[config.mk]
export PLATFORM = sky130hd
export DESIGN_NAME = chain_frame_sched
export DESIGN_NICKNAME = d
export VERILOG_FILES = /design/src/rtl/chain_frame_sched.sv
export SDC_FILE = /design/constraint.sdc
export NUM_CORES = 1
export LEC_CHECK = 0
export CAP_MARGIN = 20
export CORE_ASPECT_RATIO = 1.75
export CORE_MARGIN = 3
export CORE_UTILIZATION = 50
export DETAILED_ROUTE_END_ITERATION = 7
export PLACE_DENSITY = 0.79
export REMOVE_ABC_BUFFERS = 1
export SLEW_MARGIN = 20
export SYNTH_ARGS = -nofsm -noshare
export SYNTH_HDL_FRONTEND = slang
export SYNTH_SLANG_ARGS = --single-unit
[constraint.sdc]
create_clock -name clk -period 5.75 [get_ports clk]
set_clock_uncertainty 0.05 [all_clocks]
set_input_delay 1.15 -clock clk [delete_from_list [all_inputs] [get_ports clk]]
set_output_delay 1.15 -clock clk [all_outputs]
set_load 0.05 [all_outputs]
[src/rtl/chain_frame_sched.sv]
// Frame scheduler: launches the chain-code encoder, drains its codes over a valid/ready byte link
// and wraps them in SOF/header/EOF/trailer framing. Define CHAIN_FRAME_CHECKSUM_EN for a trailing XOR byte.
module chain_frame_sched #(
  parameter int TIMEOUT_CYCLES = 65535
) (
  input  logic        clk,
  input  logic        reset,
  input  logic        go,
  output logic        enc_start,
  output logic        enc_rst,
  input  logic        enc_ready,
  input  logic [7:0]  enc_code,
  output logic        enc_code_ack,
  input  logic        enc_done,
  input  logic        enc_error,
  input  logic [7:0]  enc_perimeter,
  input  logic [11:0] enc_area,
  input  logic [6:0]  enc_start_row,
  input  logic [6:0]  enc_start_col,
  output logic        tx_valid,
  output logic [7:0]  tx_data,
  input  logic        tx_ready,
  output logic        busy,
  output logic        frame_done,
  output logic        frame_error,
  output logic [8:0]  byte_count
);
  localparam logic [7:0]  SOF      = 8'hA5;
  localparam logic [7:0]  EOF      = 8'h5A;
  localparam logic [15:0] TMO_LAST = 16'(TIMEOUT_CYCLES - 1);
`ifdef CHAIN_FRAME_CHECKSUM_EN
  localparam logic [2:0]  TRL_LAST = 3'd4;
`else
  localparam logic [2:0]  TRL_LAST = 3'd3;
`endif

  typedef enum logic [3:0] {
    IDLE, WAIT_FIRST, HDR, CODE_SEND, REARM, CODE_WAIT, TRL, FIN, ABORT
  } state_t;

  state_t      state, state_nxt;
  logic [2:0]  idx;
  logic [15:0] tmo_cnt;
  logic [6:0]  row, col;
  logic [7:0]  perim;
  logic [11:0] area;
  logic        xfer, tmo_hit;
`ifdef CHAIN_FRAME_CHECKSUM_EN
  logic [7:0]  cks;
`endif

  assign xfer       = tx_valid & tx_ready;
  assign tmo_hit    = (tmo_cnt == TMO_LAST);
  assign busy       = (state != IDLE);
  assign enc_rst    = (state == FIN) || (state == ABORT);
  assign frame_done = (state == FIN);

  always_ff @(posedge clk or posedge reset) begin
    if (reset) state <= IDLE;
    else       state <= state_nxt;
  end

  always_comb begin
    state_nxt = state;
    case (state)
      IDLE:       if (go) state_nxt = WAIT_FIRST;
      WAIT_FIRST: begin
        if (enc_error)      state_nxt = ABORT;
        else if (enc_ready) state_nxt = HDR;
        else if (tmo_hit)   state_nxt = ABORT;
      end
      HDR:        if (xfer && idx == 3'd2) state_nxt = CODE_SEND;
      CODE_SEND:  if (xfer) state_nxt = REARM;
      REARM:      if (!enc_ready) state_nxt = CODE_WAIT;
      CODE_WAIT: begin
        // a pending code beats enc_done so no code is ever dropped
        if (enc_ready)      state_nxt = CODE_SEND;
        else if (enc_done)  state_nxt = TRL;
        else if (tmo_hit)   state_nxt = ABORT;
      end
      TRL:        if (xfer && idx == TRL_LAST) state_nxt = FIN;
      FIN:        state_nxt = IDLE;
      ABORT:      state_nxt = IDLE;
      default:    state_nxt = IDLE;
    endcase
  end

  always_ff @(posedge clk or posedge reset) begin
    if (reset) begin
      enc_start    <= 1'b0;
      enc_code_ack <= 1'b0;
      tx_valid     <= 1'b0;
      tx_data      <= 8'd0;
      frame_error  <= 1'b0;
      byte_count   <= 9'd0;
      idx          <= 3'd0;
      tmo_cnt      <= 16'd0;
      row          <= 7'd0;
      col          <= 7'd0;
      perim        <= 8'd0;
      area         <= 12'd0;
`ifdef CHAIN_FRAME_CHECKSUM_EN
      cks          <= 8'd0;
`endif
    end else begin
      enc_start    <= (state == IDLE) && go;
      enc_code_ack <= (state == CODE_SEND) && xfer;
      // counter only runs in the two waiting states, so it is zero on every entry
      tmo_cnt      <= (state == WAIT_FIRST || state == CODE_WAIT) ? tmo_cnt + 16'd1 : 16'd0;
      if (xfer && byte_count != 9'd511) byte_count <= byte_count + 9'd1;
      if (state_nxt == ABORT) frame_error <= 1'b1;
`ifdef CHAIN_FRAME_CHECKSUM_EN
      if (xfer && !((state == HDR || state == TRL) && idx == 3'd0)) cks <= cks ^ tx_data;
`endif
      case (state)
        IDLE: if (go) begin
          frame_error <= 1'b0;
          byte_count  <= 9'd0;
`ifdef CHAIN_FRAME_CHECKSUM_EN
          cks         <= 8'd0;
`endif
        end
        WAIT_FIRST: if (!enc_error && enc_ready) begin
          row      <= enc_start_row;
          col      <= enc_start_col;
          tx_data  <= SOF;
          tx_valid <= 1'b1;
          idx      <= 3'd0;
        end
        HDR: if (xfer) begin
          idx <= idx + 3'd1;
          case (idx)
            3'd0:    tx_data <= {1'b0, row};
            3'd1:    tx_data <= {1'b0, col};
            default: tx_data <= enc_code;
          endcase
        end
        CODE_SEND: if (xfer) tx_valid <= 1'b0;
        CODE_WAIT: begin
          if (enc_ready) begin
            tx_data  <= enc_code;
            tx_valid <= 1'b1;
          end else if (enc_done) begin
            perim    <= enc_perimeter;
            area     <= enc_area;
            tx_data  <= EOF;
            tx_valid <= 1'b1;
            idx      <= 3'd0;
          end
        end
        TRL: if (xfer) begin
          idx <= idx + 3'd1;
          case (idx)
            3'd0:    tx_data <= perim;
            3'd1:    tx_data <= {4'b0, area[11:8]};
            3'd2:    tx_data <= area[7:0];
            default: ;
          endcase
`ifdef CHAIN_FRAME_CHECKSUM_EN
          // cks already holds row..area_hi; fold in area_lo as it leaves
          if (idx == 3'd3) tx_data <= cks ^ tx_data;
`endif
          if (idx == TRL_LAST) tx_valid <= 1'b0;
        end
        ABORT: tx_valid <= 1'b0;
        default: ;
      endcase
    end
  end
endmodule

After elaboration in Yosys (flattened, before gate mapping)
Cells that the tools add are included.

Flip-flop bits (word level): 78. Bits in latches: 0. RAM bits: 0. ROM bits: 0. Bits of input ports: 49. Output and inout bits: 24. Word-level logic and storage cells: 101. Memories: 0.

$add $sub $neg: 3. $mul: 0. Div/mod/pow operators: 0. Magnitude comparators: 0. Eq/ne operators: 24. Shift operators: 0. Mux-type cells: 38. Bitwise operators: 2. Reductions and logical operators: 21.

Operators with widths (count): $mux 4 (10); $mux 8 (5); $pmux 8 s4 (1); $pmux 4 s7 (1); $mux 9 (3); $pmux 8 s3 (1); $add 16x1->16 const B (1); $eq 16x16->1 const B (1); $eq 4x3->1 const B (4); $mux 16 (1); $pmux 8 s2 (1); $mux 3 (4); $ne 2x2->1 const B (6); $reduce_and 6->1 (2); $add 9x1->9 const B (1); $mux 1 (9); $ne 9x9->1 const B (1); $pmux 3 s3 (1); $eq 4x2->1 const B (2); $eq 4x4->1 const B (2); $reduce_bool 4->1 (2); $eq 3x2->1 const B (2); $logic_and 1x1->1 (6); $pmux 1 s5 (1); other kinds (18) (20).

Logic depth before layout (Yosys ltp)
Word-level depth: 9. Gate-level depth with buffers: 10.

Worst setup path before layout
No wires, ideal clock.

Path kind: register -> output. From: reg state[0]. To: out enc_rst. Data arrival time: 1.886 ns. Required time: 4.550 ns. Path slack: 2.664 ns. Stages on the path, launching flop included: 4. Cell sequence: dfrtp_1 > clkbuf_1 > nand2_1 > o21ai_0.

Cells in the longest elaborated chain, start to end: 2. Elaborated cells between the ends (all ways): 3.

RTL lines: from (decl) (RTL line 41) `state_t state, state_nxt;`; from (signal assigned) (RTL line 60) `else state <= state_nxt;`; $eq 4x3->1 / $eq 4x4->1 (equally long branches) (RTL line 55) `assign enc_rst = (state == FIN) || (state == ABORT);`; $logic_or 1x1->1 (*) (RTL line 55); to (decl) (RTL line 10) `output logic enc_rst,`.

Mark *: on every way between the ends. The rest lies on a longest branch, timed or not.

Worst setup path after layout
From: reg state[2]. To: out enc_rst.

The elaborated chain is that of the path after synthesis.

==> flow_summary.yaml <==
outcome:
  outcome: "completed"
timing:
  finalCritPeriodShare: 0.612
  rsz0062_at_grt: "no"
  worst_slew_margin_rel: 0.424
  max_freq_ghz: 0.284
  worst_slew_pin_slew_ns: 0.863
  tns_ns: 0
  final.min_clock_period_ns: 3.52
  fin_hold_ws_ns: 0.457
  final_max_slew_viol_count: 0
  hold_viol: 0
  setup_viol: 0
cts:
  ctsResizeCount: 0
  cts_buffers: 9
  cts.reportedPaths.clkPinSlew_ns: 0.06
  clock-sinks: 78
  ctsRootBufferMaster: "sky130_fd_sc_hd__clkbuf_16"
  post-cts-setup-buffer-count: 0
  clock_path_buffers: 2
  total_of_hold_buffers_inserted_after_clock_tree_synthesis: 0
  htree_num_levels: 3
  clock_tree_from_tritoncts: "built"
  clock_network_latency_to_the_later_pin_of_the_worst_skew_pair_ns: 0.33
placement:
  dpl.cell_count: 506
  place.port_buffers: 72
  gp_routability_congestion: 0.897
  hpwlAfterDp_mm: 6.66
pwr:
  cellPowerDensity_nw_per_um2: 459
  vdd_drop_max_v: 0.000287
  power_leakage_nw: 2.09
floorplanning:
  count_of_boundary_i_o_pins: 73
  num_rows: 42
  design.die.area_um2: 8920
  initial_utilization: 0.514
  die-width_um: 72.7
  die_height_um: 123
  design.core.area_um2: 7570
synthesis:
  number_of_enable_flip_flop_cells_after_synthesis: 0
  synth_cell_area_um2: 3890
  netlist_top_cells_count: "sky130_fd_sc_hd__dfrtp_1 (78), sky130_fd_sc_hd__mux2_2 (36), sky130_fd_sc_hd__nor2_1 (36)"
  synth_top_area_cells: "sky130_fd_sc_hd__dfrtp_1 (50%), sky130_fd_sc_hd__mux2_2 (10%), sky130_fd_sc_hd__nor2_1 (3.5%), sky130_fd_sc_hd__xor2_1 (2.9%), sky130_fd_sc_hd__ha_1 (2.9%)"
  syn_inst: 362
  synth-async-reset-ratio: 1.00
  synthFlopType: "sky130_fd_sc_hd__dfrtp_1"
  ys_warn_count: 0
  postSynthAreaPerCell_um2: 10.8
  fraction_of_the_yosys_area_taken_by_sequential_cells: 0.501
  yosys.area.top_type_share: 0.501
  synth.ff_latch_count: 78
  synth_cell_types: 54
  synthMostInstantiatedCell: "sky130_fd_sc_hd__dfrtp_1"
  synthDominantAreaCellType: "sky130_fd_sc_hd__dfrtp_1"
finish:
  fillers: 625
  final-instance-count-excl-fill: 522
  relative_area_change_from_synthesis_to_final_layout_pct: 27.3
  final_util: 0.655
  num-nets-final: 487
  insertedDiodeCount: 0
  post_route_cells_drive_above_1_share: 0.136
worst_setup_path:
  path_max_fanout: 22
  crit_type: "flop to output pin"
  end_kind: "output pin"
  critPathArrivalTime_ns: 2.32
  worstSetupStartpointType: "flop"
  required_ns: 4.55
global_route:
  globalRouteTotalUtil: 0.214
  pin_count_of_the_biggest_net_entering_global_routing: 42
  grt_pass1_vias: 3031
  grt_remaining_overflow: 0
  antenna_found_initial: 0
  grt_first_pass_wirelength_mm: 14.6
drt:
  route.detailed.vias_per_inst: 5.74
  routedWlPerCell_um: 17.0
  route.detailed.drc: 0
  drt_iter0_drc: 200
  detailroute.via_count: 2995
  post_detailed_routing_wire_length_mm: 8.88
  drt.antenna.violating_nets: 0
  firstDrtPassIters: 4
hold_path:
  min-delay-path-class: "flop to flop"
flow_run:
  maxCapViolCount: 0
## report_power, final
part           total, mW  internal [mW]  switching (mW)
sequential         0.855          0.710           0.145
clock              0.563          0.348           0.215
combinational      0.856          0.365           0.491
total               2.27           1.42           0.851
## sequential cells by signal (all words and copies together), names as in the netlist
register	count
tmo_cnt	16
area	12
byte_count	9
perim	8
tx_data	8
col	7
row	7
state	4
idx	3
enc_code_ack	1
enc_start	1
frame_error	1
tx_valid	1
## layout make-up
| type | instances | area (um^2) | share of cell area |
|---|---|---|---|
| Tap cell | 88 | 110 | 0.0222 |
| Inverter | 8 | 30.0 | 0.00606 |
| Clock buffer | 11 | 243 | 0.0490 |
| Multi-Input combinational cell | 258 | 1820 | 0.368 |
| Timing Repair Buffer | 74 | 736 | 0.149 |
| Sequential cell | 78 | 1950 | 0.394 |
| Clock inverter | 5 | 58.8 | 0.0119 |
## worst max-delay path: stages, from the launching register on
cell	delay, ns
sky130_fd_sc_hd__dfrtp_1	0.77
sky130_fd_sc_hd__nand2b_1	0.17
sky130_fd_sc_hd__o21ai_0	0.21
sky130_fd_sc_hd__clkdlybuf4s50_1	0.83
## cells in the final DEF (no fill, tap or decap), drive strengths merged, types with 5 or more instances in the layout
master	count
dfrtp	78
clkdlybuf4s50	72
mux2	36
nor2	36
nand2	26
o21ai	21
a21oi	13
nand3	13
xor2	13
clkbuf	11
ha	9
a22oi	8
inv	8
a221oi	6
xnor2	6
and3	6
nor2b	5
a22o	5
## per-stage QoR
stage | worst slack (ns) | power [mW] | instance area (um^2)
final | 2.23 | 2.27 | 4950
after global routing | 2.07 | 2.40 | 4950
after CTS | 2.22 | 2.29 | 4950
after detailed placement | 2.27 | 1.72 | 4650
after global placement | 2.31 | 1.69 | 4650
after floorplan | 2.55 | 1.43 | 3810
## metal layers
layer  global-route usage  vias up  share of wire
met1                0.260     1464           0.40
li1                     -     1445              -
met2                0.364       69           0.54
met3               0.0369       17          0.032
met4               0.0958        0          0.022
met5                    0        -              0
## kinds of logic after synthesis
logic type | Yosys count | share of synthesized area
buf+inv | 26 | 0.0299
mux | 37 | 0.107
simple gates | 119 | 0.158
xor+xnor | 19 | 0.0428
compound gates | 74 | 0.133
fa+ha+maj | 9 | 0.0289
flops | 78 | 0.501
## path summary, 6_finish.rpt
kind,end,slack [ns],startpoint,cells after the start
setup / recovery,enc_rst,2.23,state[2],3
hold / removal,frame_error,0.46,frame_error,1
setup reg to reg,tx_data[4],2.84,idx[1],6
hold reg to reg,frame_error,0.46,frame_error,1
max in group asynchronous,tx_data[4],3.39,reset,3
min in group asynchronous,frame_error,1.25,reset,2
(Power assumes the default switching activity.)
